<file path="src/rtl/led_flow_if.sv">
// led_flow_if: step input and LED drive bundle for led_flow_ctrl.
// Ports: led_in/en/mode into the block, led_out/step_pulse out of it.
interface led_flow_if #(
    parameter int LED_W = 4
);
    logic             led_in;
    logic             en;
    logic [1:0]       mode;
    logic [LED_W-1:0] led_out;
    logic             step_pulse;

    modport master (
        output led_in, en, mode,
        input  led_out, step_pulse
    );

    modport slave (
        input  led_in, en, mode,
        output led_out, step_pulse
    );
endinterface

</file>
<file path="src/rtl/led_flow_ctrl.sv">
// led_flow_ctrl: advances an LED pattern on each led_in level change.
// Ports: sys_clk, sys_rst_n (async low), bus = led_flow_if.slave.
module led_flow_ctrl #(
    parameter int LED_W       = 4,
    parameter bit LED_ACT_LOW = 1'b1
) (
    input  logic      sys_clk,
    input  logic      sys_rst_n,
    led_flow_if.slave bus
);
    typedef enum logic [1:0] {
        ROT_L    = 2'b00,
        ROT_R    = 2'b01,
        PINGPONG = 2'b10,
        BLINK    = 2'b11
    } mode_t;

    typedef enum logic {
        UP = 1'b0,
        DN = 1'b1
    } dir_t;

    localparam logic [LED_W-1:0] PAT_ONE = LED_W'(1);
    localparam logic [LED_W-1:0] PAT_ALL = '1;

    logic             led_in_d1;
    logic             step;
    logic             accept;
    logic             one_hot;
    logic             step_pulse_q;
    logic [LED_W-1:0] pat;
    logic [LED_W-1:0] pat_nxt;
    dir_t             dir;
    dir_t             dir_nxt;
    mode_t            mode;

    assign mode   = mode_t'(bus.mode);
    assign step   = bus.led_in ^ led_in_d1;
    assign accept = step & bus.en;
    // Single set bit: non-zero and clearing the lowest set bit leaves zero.
    assign one_hot = (pat != '0) && ((pat & (pat - PAT_ONE)) == '0);

    // State register. led_in_d1 tracks regardless of en so that
    // re-enabling never sees a stale edge.
    always_ff @(posedge sys_clk or negedge sys_rst_n) begin
        if (!sys_rst_n) begin
            led_in_d1    <= 1'b0;
            pat          <= PAT_ONE;
            dir          <= UP;
            step_pulse_q <= 1'b0;
        end else begin
            led_in_d1    <= bus.led_in;
            pat          <= pat_nxt;
            dir          <= dir_nxt;
            step_pulse_q <= accept;
        end
    end

    // Next-state logic, evaluated only on an accepted step.
    always_comb begin
        pat_nxt = pat;
        dir_nxt = dir;
        if (accept) begin
            unique case (mode)
                ROT_L: begin
                    if (!one_hot) begin
                        pat_nxt = PAT_ONE;
                        dir_nxt = UP;
                    end else begin
                        pat_nxt = {pat[LED_W-2:0], pat[LED_W-1]};
                    end
                end
                ROT_R: begin
                    if (!one_hot) begin
                        pat_nxt = PAT_ONE;
                        dir_nxt = UP;
                    end else begin
                        pat_nxt = {pat[0], pat[LED_W-1:1]};
                    end
                end
                PINGPONG: begin
                    if (!one_hot) begin
                        pat_nxt = PAT_ONE;
                        dir_nxt = UP;
                    end else if (dir == UP) begin
                        // Bounce off the top without dwelling on it.
                        if (pat[LED_W-1]) begin
                            pat_nxt = pat >> 1;
                            dir_nxt = DN;
                        end else begin
                            pat_nxt = pat << 1;
                        end
                    end else begin
                        if (pat[0]) begin
                            pat_nxt = pat << 1;
                            dir_nxt = UP;
                        end else begin
                            pat_nxt = pat >> 1;
                        end
                    end
                end
                BLINK: begin
                    pat_nxt = (pat == PAT_ALL) ? '0 : PAT_ALL;
                    dir_nxt = UP;
                end
            endcase
        end
    end

    // Outputs depend on registers only.
    always_comb begin
        bus.led_out    = LED_ACT_LOW ? ~pat : pat;
        bus.step_pulse = step_pulse_q;
    end
endmodule

</file>
<file path="src/flat_wrapper.sv">
// flat-port wrapper written by rule: the top's interface ports become plain ports
module led_flow_ctrl_flat 
#(
    parameter int LED_W       = 4,
    parameter bit LED_ACT_LOW = 1'b1
)
  (sys_clk, sys_rst_n, bus_led_in, bus_en, bus_mode, bus_led_out, bus_step_pulse);
  led_flow_if #(.LED_W(LED_W)) bus_i ();
  input  logic sys_clk;
  input  logic sys_rst_n;
  input wire logic [$bits(bus_i.led_in)-1:0] bus_led_in;
  input wire logic [$bits(bus_i.en)-1:0] bus_en;
  input wire logic [$bits(bus_i.mode)-1:0] bus_mode;
  output wire logic [$bits(bus_i.led_out)-1:0] bus_led_out;
  output wire logic [$bits(bus_i.step_pulse)-1:0] bus_step_pulse;
  assign bus_i.led_in = bus_led_in;
  assign bus_i.en = bus_en;
  assign bus_i.mode = bus_mode;
  assign bus_led_out = bus_i.led_out;
  assign bus_step_pulse = bus_i.step_pulse;
  led_flow_ctrl #(.LED_W(LED_W), .LED_ACT_LOW(LED_ACT_LOW)) u_core (.sys_clk(sys_clk), .sys_rst_n(sys_rst_n), .bus(bus_i));
endmodule
</file>
<file path="config.mk">
export PLATFORM = sky130hd
export DESIGN_NAME = led_flow_ctrl_flat
export DESIGN_NICKNAME = d
export VERILOG_FILES = /design/src/rtl/led_flow_if.sv /design/src/rtl/led_flow_ctrl.sv /design/src/flat_wrapper.sv
export SDC_FILE = /design/constraint.sdc
export NUM_CORES = 1
export LEC_CHECK = 0
export ABC_AREA = 1
export CORE_ASPECT_RATIO = 0.75
export CORE_MARGIN = 5
export CORE_UTILIZATION = 25
export DETAILED_ROUTE_END_ITERATION = 8
export PLACE_DENSITY = 0.51
export SLEW_MARGIN = 15
export SYNTH_ARGS = -nofsm -noshare
export SYNTH_HDL_FRONTEND = slang
export SYNTH_SLANG_ARGS = --single-unit
export TNS_END_PERCENT = 100
</file>
<file path="constraint.sdc">
create_clock -name sys_clk -period 1.3 [get_ports sys_clk]
set_input_delay 0.195 -clock sys_clk [delete_from_list [all_inputs] [get_ports sys_clk]]
set_output_delay 0.195 -clock sys_clk [all_outputs]
set_load 0.01 [all_outputs]
</file>
-- After elaboration in Yosys (flattened, before gate mapping)
Index checks and enable logic that the tools add are counted.
Widths: inputs -> output; s select.
- bits in registers: 7
- output and inout bits: 5
- logic and storage cells: 34
- add/subtract/negate cells: 1
- equality and inequality tests: 5
- multiplexer cells: 14
- bitwise operators: 4
- reductions and logical operators: 6
- operators by type and width (cell ; count):
    $mux 4 ; 7
    $pmux 4 s4 ; 1
    $mux 1 ; 5
    $and 4x4->4 ; 1
    $eq 2x2->1 const B ; 2
    $eq 4x4->1 const B ; 1
    $logic_not 4->1 ; 1
    $not 4->4 ; 1
    $reduce_bool 4->1 ; 1
    $sub 4x1->4 const B ; 1
    $pmux 1 s3 ; 1
    $eq 2x1->1 const B ; 1
    $logic_not 2->1 ; 1
    $ne 2x2->1 const B ; 1
    $reduce_and 2->1 ; 1
    $reduce_or 2->1 ; 1
    $and 1x1->1 ; 1
    $logic_and 1x1->1 ; 1
    $xor 1x1->1 ; 1

-- Longest topological paths before layout
Gate-level depths: netlist of run 1.
- word-level depth: 6
- mapped depth: 9

-- Worst setup path after synthesis of run 1
Ideal clock, no wire load.
- kind: reg-to-reg
- start point: register u_core.pat[0]
- end point: register u_core.pat[3]
- arrival time: 1.069 ns
- data required time: 1.180 ns
- slack: 0.111 ns
- stages on the path, launching flop included: 7
- period minus slack after synthesis: 1.189 ns
- cell sequence: dfstp_2 -> nand2_1 -> nor2_1 -> nor2_1 -> nor2_2 -> o21a_1 -> a21oi_1
- cells in the longest elaborated chain, start to end: 6
- elaborated cells between the ends (all ways): 13
- ends and longest elaborated chain (element ; RTL line ; RTL):
    start, declared ; led_flow_ctrl.sv:31 ; logic [LED_W-1:0] pat;
    start signal, assigned ; led_flow_ctrl.sv:53 ; pat <= pat_nxt;
    $sub 4x1->4 ; led_flow_ctrl.sv:41 ; assign one_hot = (pat != '0) && ((pat & (pat - PAT_ONE)) == '0);
    $and 4x4->4 ; led_flow_ctrl.sv:41 ;
    $logic_not 4->1 ; led_flow_ctrl.sv:41 ;
    $logic_and 1x1->1 ; led_flow_ctrl.sv:41 ;
    $mux 4, on equally long branches ; led_flow_ctrl.sv:82, led_flow_ctrl.sv:66, led_flow_ctrl.sv:74 ;
    $pmux 4 s4 * ; led_flow_ctrl.sv:64 ; unique case (mode)
Mark *: on every way between the ends. The rest lies on a longest branch, timed or not.
A chain may end at the register's enable or synchronous reset.

-- Worst setup path in the final report of run 1
- start point: register u_core.pat[2]
- end point: register u_core.pat[1]
The elaborated chain is that of the path after synthesis.

==> parameters.txt, run 1 <==
Parameter                              Value

Power
  Pwr per Cell Area    roughly 1200 nW/um2
  Worst vdd rail ir drop    0.449 mV
  Static leakage    0.000470 uW

Synthesis
  Most frequent cell after synthesis    sky130_fd_sc_hd__nand2_1
  Share of synthesized area spent on multiplexers    0%
  Ranking of synthesized cells by instance count    sky130_fd_sc_hd__nand2_1 (28), sky130_fd_sc_hd__inv_1 (10), sky130_fd_sc_hd__nor2_1 (9)
  Main combinational cell family by area after synthesis    simple AND/OR/NAND/NOR gates
  Instance count of the mapped netlist    89
  Post-Synthesis Mean Instance Area    ~6.3 um2
  Syn_nets    95
  Area fraction in and, or, nand and nor cells after synthesis    46.3%
  Share of the synthesized area in compound gates (AO/OA/AOI/OAI)    roughly an eighth
  Cell area after synthesis    564 um2
  Fraction of the yosys area taken by sequential cells    31.3%
  Unique masters post-synth    19
  Count of flip-flops with a built-in enable after synthesis    0
  Ys async rst share    100%
  Share of the synthesized area in the top cell type    around a quarter
  Warnings from Yosys    0
  Fraction of synthesized cell area in xor and xnor cells    0%
  Most used flip-flop cell after synthesis    sky130_fd_sc_hd__dfrtp_1
  Number of synthesized register bits    7
  Share of synthesized cell area in full adder, half adder and majority cells    0%
  Top post-synthesis cells by area    sky130_fd_sc_hd__dfrtp_1 (27%), sky130_fd_sc_hd__nand2_1 (19%), sky130_fd_sc_hd__nand3_1 (7.1%)
  Library cell occupying the most area in the post-synthesis netlist    sky130_fd_sc_hd__dfrtp_1

Route
  Via Count    635
  Met3 wire length    54 um
  Uppermost routed layer    met4
  Count of TritonRoute iterations in the first routing pass    4
  Aggregate routed wire length    1.47 mm
  Met1 Wirelength    797 um
  Avg Vias per Cell    4.41
  Number of DRC violations after detailed routing    0
  Number of antenna-violating nets in the routed design    0
  Count of routing violations after the opening detailed-route iteration    26
  Met2 WL post-DR    607 um
  Routed length per placed instance    10.2 um

STA
  Post-route clock period utilization    between 90% and 100%
  Skew final    0.00297 ns
  Worst slew slack as a fraction of its limit    79.0%
  TNS Setup    0 ns
  Smallest setup slack after layout    0.0292 ns
  Max-slew violation total from the final report    0
  Setup violations, final    0
  Actual transition at the worst max-transition pin    about 0.31 ns
  Endpoints failing hold    0
  Maximum achievable frequency    slightly below 800 MHz
  RSZ-0062 raised after global routing    yes
  Min Clock Period, post-route    1.27 ns

Clock tree
  CTS max path bufs    2
  TritonCTS sink count    7
  Root buffer selected by CTS    sky130_fd_sc_hd__clkbuf_4
  Clock slew at the register clock pins of the worst setup and hold paths    0.05 ns
  TritonCTS clock tree    yes
  Insertion delay of the later-clocked pin in the worst-skew pair    0.25 ns
  Total CTS buffers    3
  H-tree lvl count    1

Die
  Die Footprint    approximately 3300 um2
  Number of top-level pins    11
  Floorplan Core Area    2080 um2
  Initial cell density of the core    27.1%
  Count of standard-cell rows    14
  Die extent in x    64.9 um
  Die Span Y    51.1 um

Outcome
  Outcome    completed

Placement
  Pre-CTS setup slack    -0.184 ns
  Post-detailed-placement half-perimeter wirelength    1.23 mm
  RePlAce Congestion    0.905
  Total of buffers placed on input and output ports    10

Global route
  Gr usage total    9.79%
  Largest net degree at the start of global routing    9
  Number of antenna violations at the first check in global routing    0
  Vias in the first global route    574
  First-pass GRT wire length    2.50 mm
  Overflow left after global routing    0

Critical path
  Highest cell delay on the worst timing path    0.39 ns
  Sort of element at the end of the critical path    register
  Top fanout value on the critical path    4
  Crit-path cells    buf_4, nor2_1, nor2_4, a21oi_4, nand2_2, nand3_1, nand2_1, nand2_1
  CP most frequent cell    sky130_fd_sc_hd__nand2_1
  Startpoint type of the worst setup path    register
  Worst setup path category    register to register
  Arrival @ worst endpoint    1.45 ns
  Critical path required time    approximately 1.5 ns
  Library cell contributing the largest single delay on the critical path    sky130_fd_sc_hd__dfrtp_1

Worst hold path
  Kind of path behind the tightest hold check    input port to asynchronous set/reset pin

Layout
  Total area of multi-input combinational cells    349 um2
  Share of post-route cells with drive strength above 1    37.5%
  Total of fill cells in the finished design    218
  Inserted Diodes    0
  Total area of sequential cells    178 um2
  Area growth from synthesis to final layout    53.9%
  Net count, final    approximately 130

Job
  Count of maximum capacitance violations    0
==> layout by cell type, fill, tap and decap left out, types with 4 or more instances in the layout <==
cell / count
sky130_fd_sc_hd__nor2_2: 4
sky130_fd_sc_hd__inv_1: 10
sky130_fd_sc_hd__nand2_1: 27
sky130_fd_sc_hd__dfrtp_1: 5
sky130_fd_sc_hd__nor2_1: 7
sky130_fd_sc_hd__nand3_1: 7
sky130_fd_sc_hd__nand2_2: 5
sky130_fd_sc_hd__inv_2: 6
sky130_fd_sc_hd__clkdlybuf4s50_1: 5
sky130_fd_sc_hd__buf_4: 16
==> report_power, final <==
part	leakage [uW]	internal [uW]	switching [uW]
sequential	0.0000826	264	41.8
clock	0.0000150	117	74.6
combinational	0.000373	257	316
total	0.000470	638	432
==> final timing paths <==
check | start | endpoint | slack (ns) | cells after the start
min in group sys_clk | bus_led_in | u_core.led_in_d1$_DFF_PN0_ | 0.45 | 1
hold reg to reg | u_core.pat[2]$_DFFE_PN0P_ | u_core.pat[2]$_DFFE_PN0P_ | 0.61 | 2
hold / removal | sys_rst_n | u_core.led_in_d1$_DFF_PN0_ | 0.21 | 1
setup / recovery | u_core.pat[2]$_DFFE_PN0P_ | u_core.pat[1]$_DFFE_PN0P_ | 0.03 | 8
setup reg to reg | u_core.pat[2]$_DFFE_PN0P_ | u_core.pat[1]$_DFFE_PN0P_ | 0.03 | 8
max in group asynchronous | sys_rst_n | u_core.pat[0]$_DFFE_PN1P_ | 0.81 | 1
==> state kept, by name, indices dropped and copies added (netlist names) <==
| signal | count |
|---|---|
| u_core.pat | 4 |
| u_core.dir | 1 |
| u_core.bus.step_pulse | 1 |
| u_core.led_in_d1 | 1 |
==> cell families (layout without fill, tap and decap cells) <==
group | after synthesis | count (layout)
and+or+nand+nor | 57 | 57
DFF | 7 | 7
buffers and inverters | 16 | 47
AOI/OAI and AO/OA | 9 | 9
==> final cells by class <==
cell class,instances,share of cell area (%)
sequential,7,20.5
tap,24,3.46
multi-input combinational,66,40.2
clock buffer,4,3.03
inverter,16,6.92
timing repair buffer,27,25.9
==> timing repair <==
item	CTS	global route
hold buffers	0	0
buffers inserted	2	0
resized for setup	7	9
endpoints found under the setup margin	4	7
pin swaps	0	5
==> layer usage <==
metal,global-route usage [%],vias to the layer above
li1,-,344
met1,14.4,277
met2,13.1,12
met3,3.51,2
met4,3.16,0
met5,0,-
==> worst max-delay path, delay by kind of cell, from the launching register on <==
| family | cells | cell delay, ns |
|---|---|---|
| compound gates | 1 | 0.16 |
| buf+inv | 1 | 0.16 |
| flops | 1 | 0.39 |
| simple gates | 6 | 0.49 |
==> through the flow <==
stage	cell area, um2	total power (uW)	util, %	hold WS [ns]	std cells
floorplan	564	615	-	-0.101	89
global placement	807	865	38.7	0.478	138
detailed placement	807	853	38.7	0.477	138
CTS	840	1050	40.3	0.211	144
global route	868	1160	41.7	0.221	144
finish	868	1070	41.7	0.206	144
Power figures use the tool's default switching activity.
==> run 2, diff against run 1 <==
PLACE_DENSITY = 0.5   (was 0.51)
REMOVE_ABC_BUFFERS = 1   (was default)
clock period = 1.5 ns   (was 1.3 ns; I/O delays follow)
==> run 2 against run 1 <==
  * Clock power is 13% lower
  * Register-to-register slack better by 0.15 ns
  * Global-route usage grew 0.75 points
  * Critical path depth down 6
  * Sequential power decreased by 8.8%
  * Die area unchanged
  * Worst hold slack improved by 0.030 ns
  * Design area decreased by 8.8%
  * Routed wire length rose by 3.7%
  * Non-clock buffer count shrank 7
  * Combinational power shrank 30%
==> parameters.txt, run 2 (synthesized netlist as in run 1, its figures left out) <==
Parameter                              Value

Layout
  Inserted Diodes    0 (unchanged)
  Area growth from synthesis to final layout    40.4%
  Most frequent standard cell in the layout excluding fill and tap cells    sky130_fd_sc_hd__nand2_1
  Net count, final    120 (-5.5%)
  Highest-count cells in the layout ignoring fill and taps    sky130_fd_sc_hd__nand2_1 (28), sky130_fd_sc_hd__inv_1 (10), sky130_fd_sc_hd__buf_4 (10)
  Reg with most FFs    u_core.pat
  Total of fill cells in the finished design    225 (+3.2%)
  Number of flip-flops in the largest register    4 (unchanged)
  Total non-filler cell area in the finished layout    792 um2 (-8.8%)
  Share of post-route cells with drive strength above 1    28.3% (-9.2 points)
  Post-layout utilization of the core    38.0% (-3.7 points)

Route
  Number of antenna-violating nets in the routed design    0 (unchanged)
  Count of TritonRoute iterations in the first routing pass    4 (unchanged)
  Via Count    636 (+0.16%)
  Number of DRC violations after detailed routing    0 (unchanged)
  Avg Vias per Cell    4.64 (+5.3%)
  Routed length per placed instance    11.1 um (+9.0%)
  Count of routing violations after the opening detailed-route iteration    20 (-23%)
  Aggregate routed wire length    1.53 mm (+3.7%)

Global route
  Number of antenna violations at the first check in global routing    0 (unchanged)
  Overflow left after global routing    0 (unchanged)
  Largest net degree at the start of global routing    8 (-1)
  First-pass GRT wire length    2.74 mm (+9.4%)
  Gr usage total    10.5% (+0.75 points)
  Vias in the first global route    602 (+4.9%)

Critical path
  Destination of the worst register-to-register timing path    u_core.pat[3]$_DFFE_PN0P_
  Register-to-register path setup slack    0.18 ns (+0.15 ns)
  Critical path required time    1.27 ns (-0.21 ns)
  Startpoint of the lowest-slack register-to-register path    u_core.pat[0]$_DFFE_PN1P_
  CP Capture Point    bus_led_out[0]
  Arrival @ worst endpoint    1.22 ns (-0.23 ns)
  Depth of the worst register-to-register path    6 (-2)
  Top fanout value on the critical path    6 (+2)
  Worst setup path category    register to primary output
  Startpoint type of the worst setup path    register
  Sort of element at the end of the critical path    primary output
  Setup crit start    u_core.pat[0]$_DFFE_PN1P_

STA
  Endpoints failing hold    0 (unchanged)
  Setup violations, final    0 (unchanged)
  Post-route clock period utilization    96.4%
  Max-slew violation total from the final report    0 (unchanged)
  RSZ-0062 raised after global routing    no
  Worst hold slack after final layout    0.236 ns (+0.0297 ns)
  Worst slew slack as a fraction of its limit    78.8% (-0.20 points)
  Actual transition at the worst max-transition pin    0.317 ns (+0.00304 ns)
  Skew final    0.000383 ns (-0.00259 ns)
  Min Clock Period, post-route    roughly 1.4 ns
  Maximum achievable frequency    692 MHz

Job
  Count of maximum capacitance violations    0 (unchanged)

Die
  Die Footprint    3320 um2 (unchanged)
  Floorplan Core Area    2080 um2 (unchanged)
  Die extent in x    64.9 um (unchanged)
  Number of top-level pins    11 (unchanged)
  Initial cell density of the core    27.1% (unchanged)
  Count of standard-cell rows    14 (unchanged)
  Die Span Y    51.1 um (unchanged)

Placement
  Total of buffers placed on input and output ports    10 (unchanged)
  RePlAce Congestion    0.904 (-0.14%)
  Post-detailed-placement half-perimeter wirelength    1.25 mm (+1.7%)
  Instance area after placement    769 um2 (-4.7%)

Clock tree
  H-tree lvl count    1 (unchanged)
  CTS max path bufs    2 (unchanged)
  TritonCTS sink count    7 (unchanged)
  CTS Hold Buffers Added    0 (unchanged)
  Insertion delay of the later-clocked pin in the worst-skew pair    0.25 ns (about the same)
  Clock slew at the register clock pins of the worst setup and hold paths    0.05 ns (about the same)
  Total CTS buffers    3 (unchanged)
  TritonCTS clock tree    yes
  Root buffer selected by CTS    sky130_fd_sc_hd__clkbuf_4

Worst hold path
  Kind of path behind the tightest hold check    input port to asynchronous set/reset pin

Power
  Pwr per Cell Area    1070 nW/um2 (-13%)
  Worst vdd rail ir drop    0.462 mV (+2.9%)
  Static leakage    0.000420 uW (-11%)

Outcome
  Outcome    completed
[run 2: worst max-delay path, stage by stage (launching register included)]
cell and delay [ns]:
sky130_fd_sc_hd__dfstp_2 0.59, sky130_fd_sc_hd__inv_2 0.09, sky130_fd_sc_hd__dlygate4sd2_1 0.29
[run 2: worst min-delay path by stage]
stage                         start                               to  slack, ns  cells after the start
after floorplan           sys_rst_n  u_core.bus.step_pulse$_DFF_PN0_      -0.07                      0
after global placement    sys_rst_n       u_core.led_in_d1$_DFF_PN0_       0.52                      1
after detailed placement  sys_rst_n        u_core.pat[1]$_DFFE_PN0P_       0.51                      1
after CTS                 sys_rst_n        u_core.pat[1]$_DFFE_PN0P_       0.24                      1
after global routing      sys_rst_n        u_core.pat[1]$_DFFE_PN0P_       0.26                      1
final                     sys_rst_n        u_core.pat[1]$_DFFE_PN0P_       0.24                      1
[run 2: layout make-up]
cell class | count | area (um2) | share of cell area, %
Tap cell | 24 | 30.0 | 3.79
Timing Repair Buffer | 20 | 170 | 21.5
Clock buffer | 4 | 26.3 | 3.32
Inverter | 16 | 60.1 | 7.58
Sequential cell | 7 | 178 | 22.4
Multi-Input combinational cell | 66 | 328 | 41.4
[run 2: power by group]
group	leakage [uW]	internal, uW	switching, uW
registers	0.0000826	229	49.9
logic	0.000323	167	234
clock network	0.0000150	101	66.1
[run 2: timing repair]
| item | 4_1_cts | 5_1_grt |
|---|---|---|
| gates resized for setup | 5 | 0 |
| endpoints found under the setup margin | 4 | 0 |
| buffers inserted | 0 | 0 |
[run 2: per-stage QoR]
step,TNS (ns),cells,worst slack [ns],total power (uW)
floorplan,0,89,0.311,533
global placement,-0.0142,133,-0.0142,704
detailed placement,-0.0845,133,-0.0505,699
CTS,0,137,0.0432,857
global route,0,137,0.00555,925
finish,0,137,0.0541,846
[run 2: layer usage]
| layer | global-route usage (%) | part of all wire, % | vias up |
|---|---|---|---|
| met5 | 0 | 0 | - |
| met4 | 2.81 | 0 | 0 |
| met3 | 3.95 | 6.6 | 0 |
| met2 | 16.3 | 45 | 20 |
| met1 | 13.8 | 48 | 285 |
| li1 | - | - | 331 |
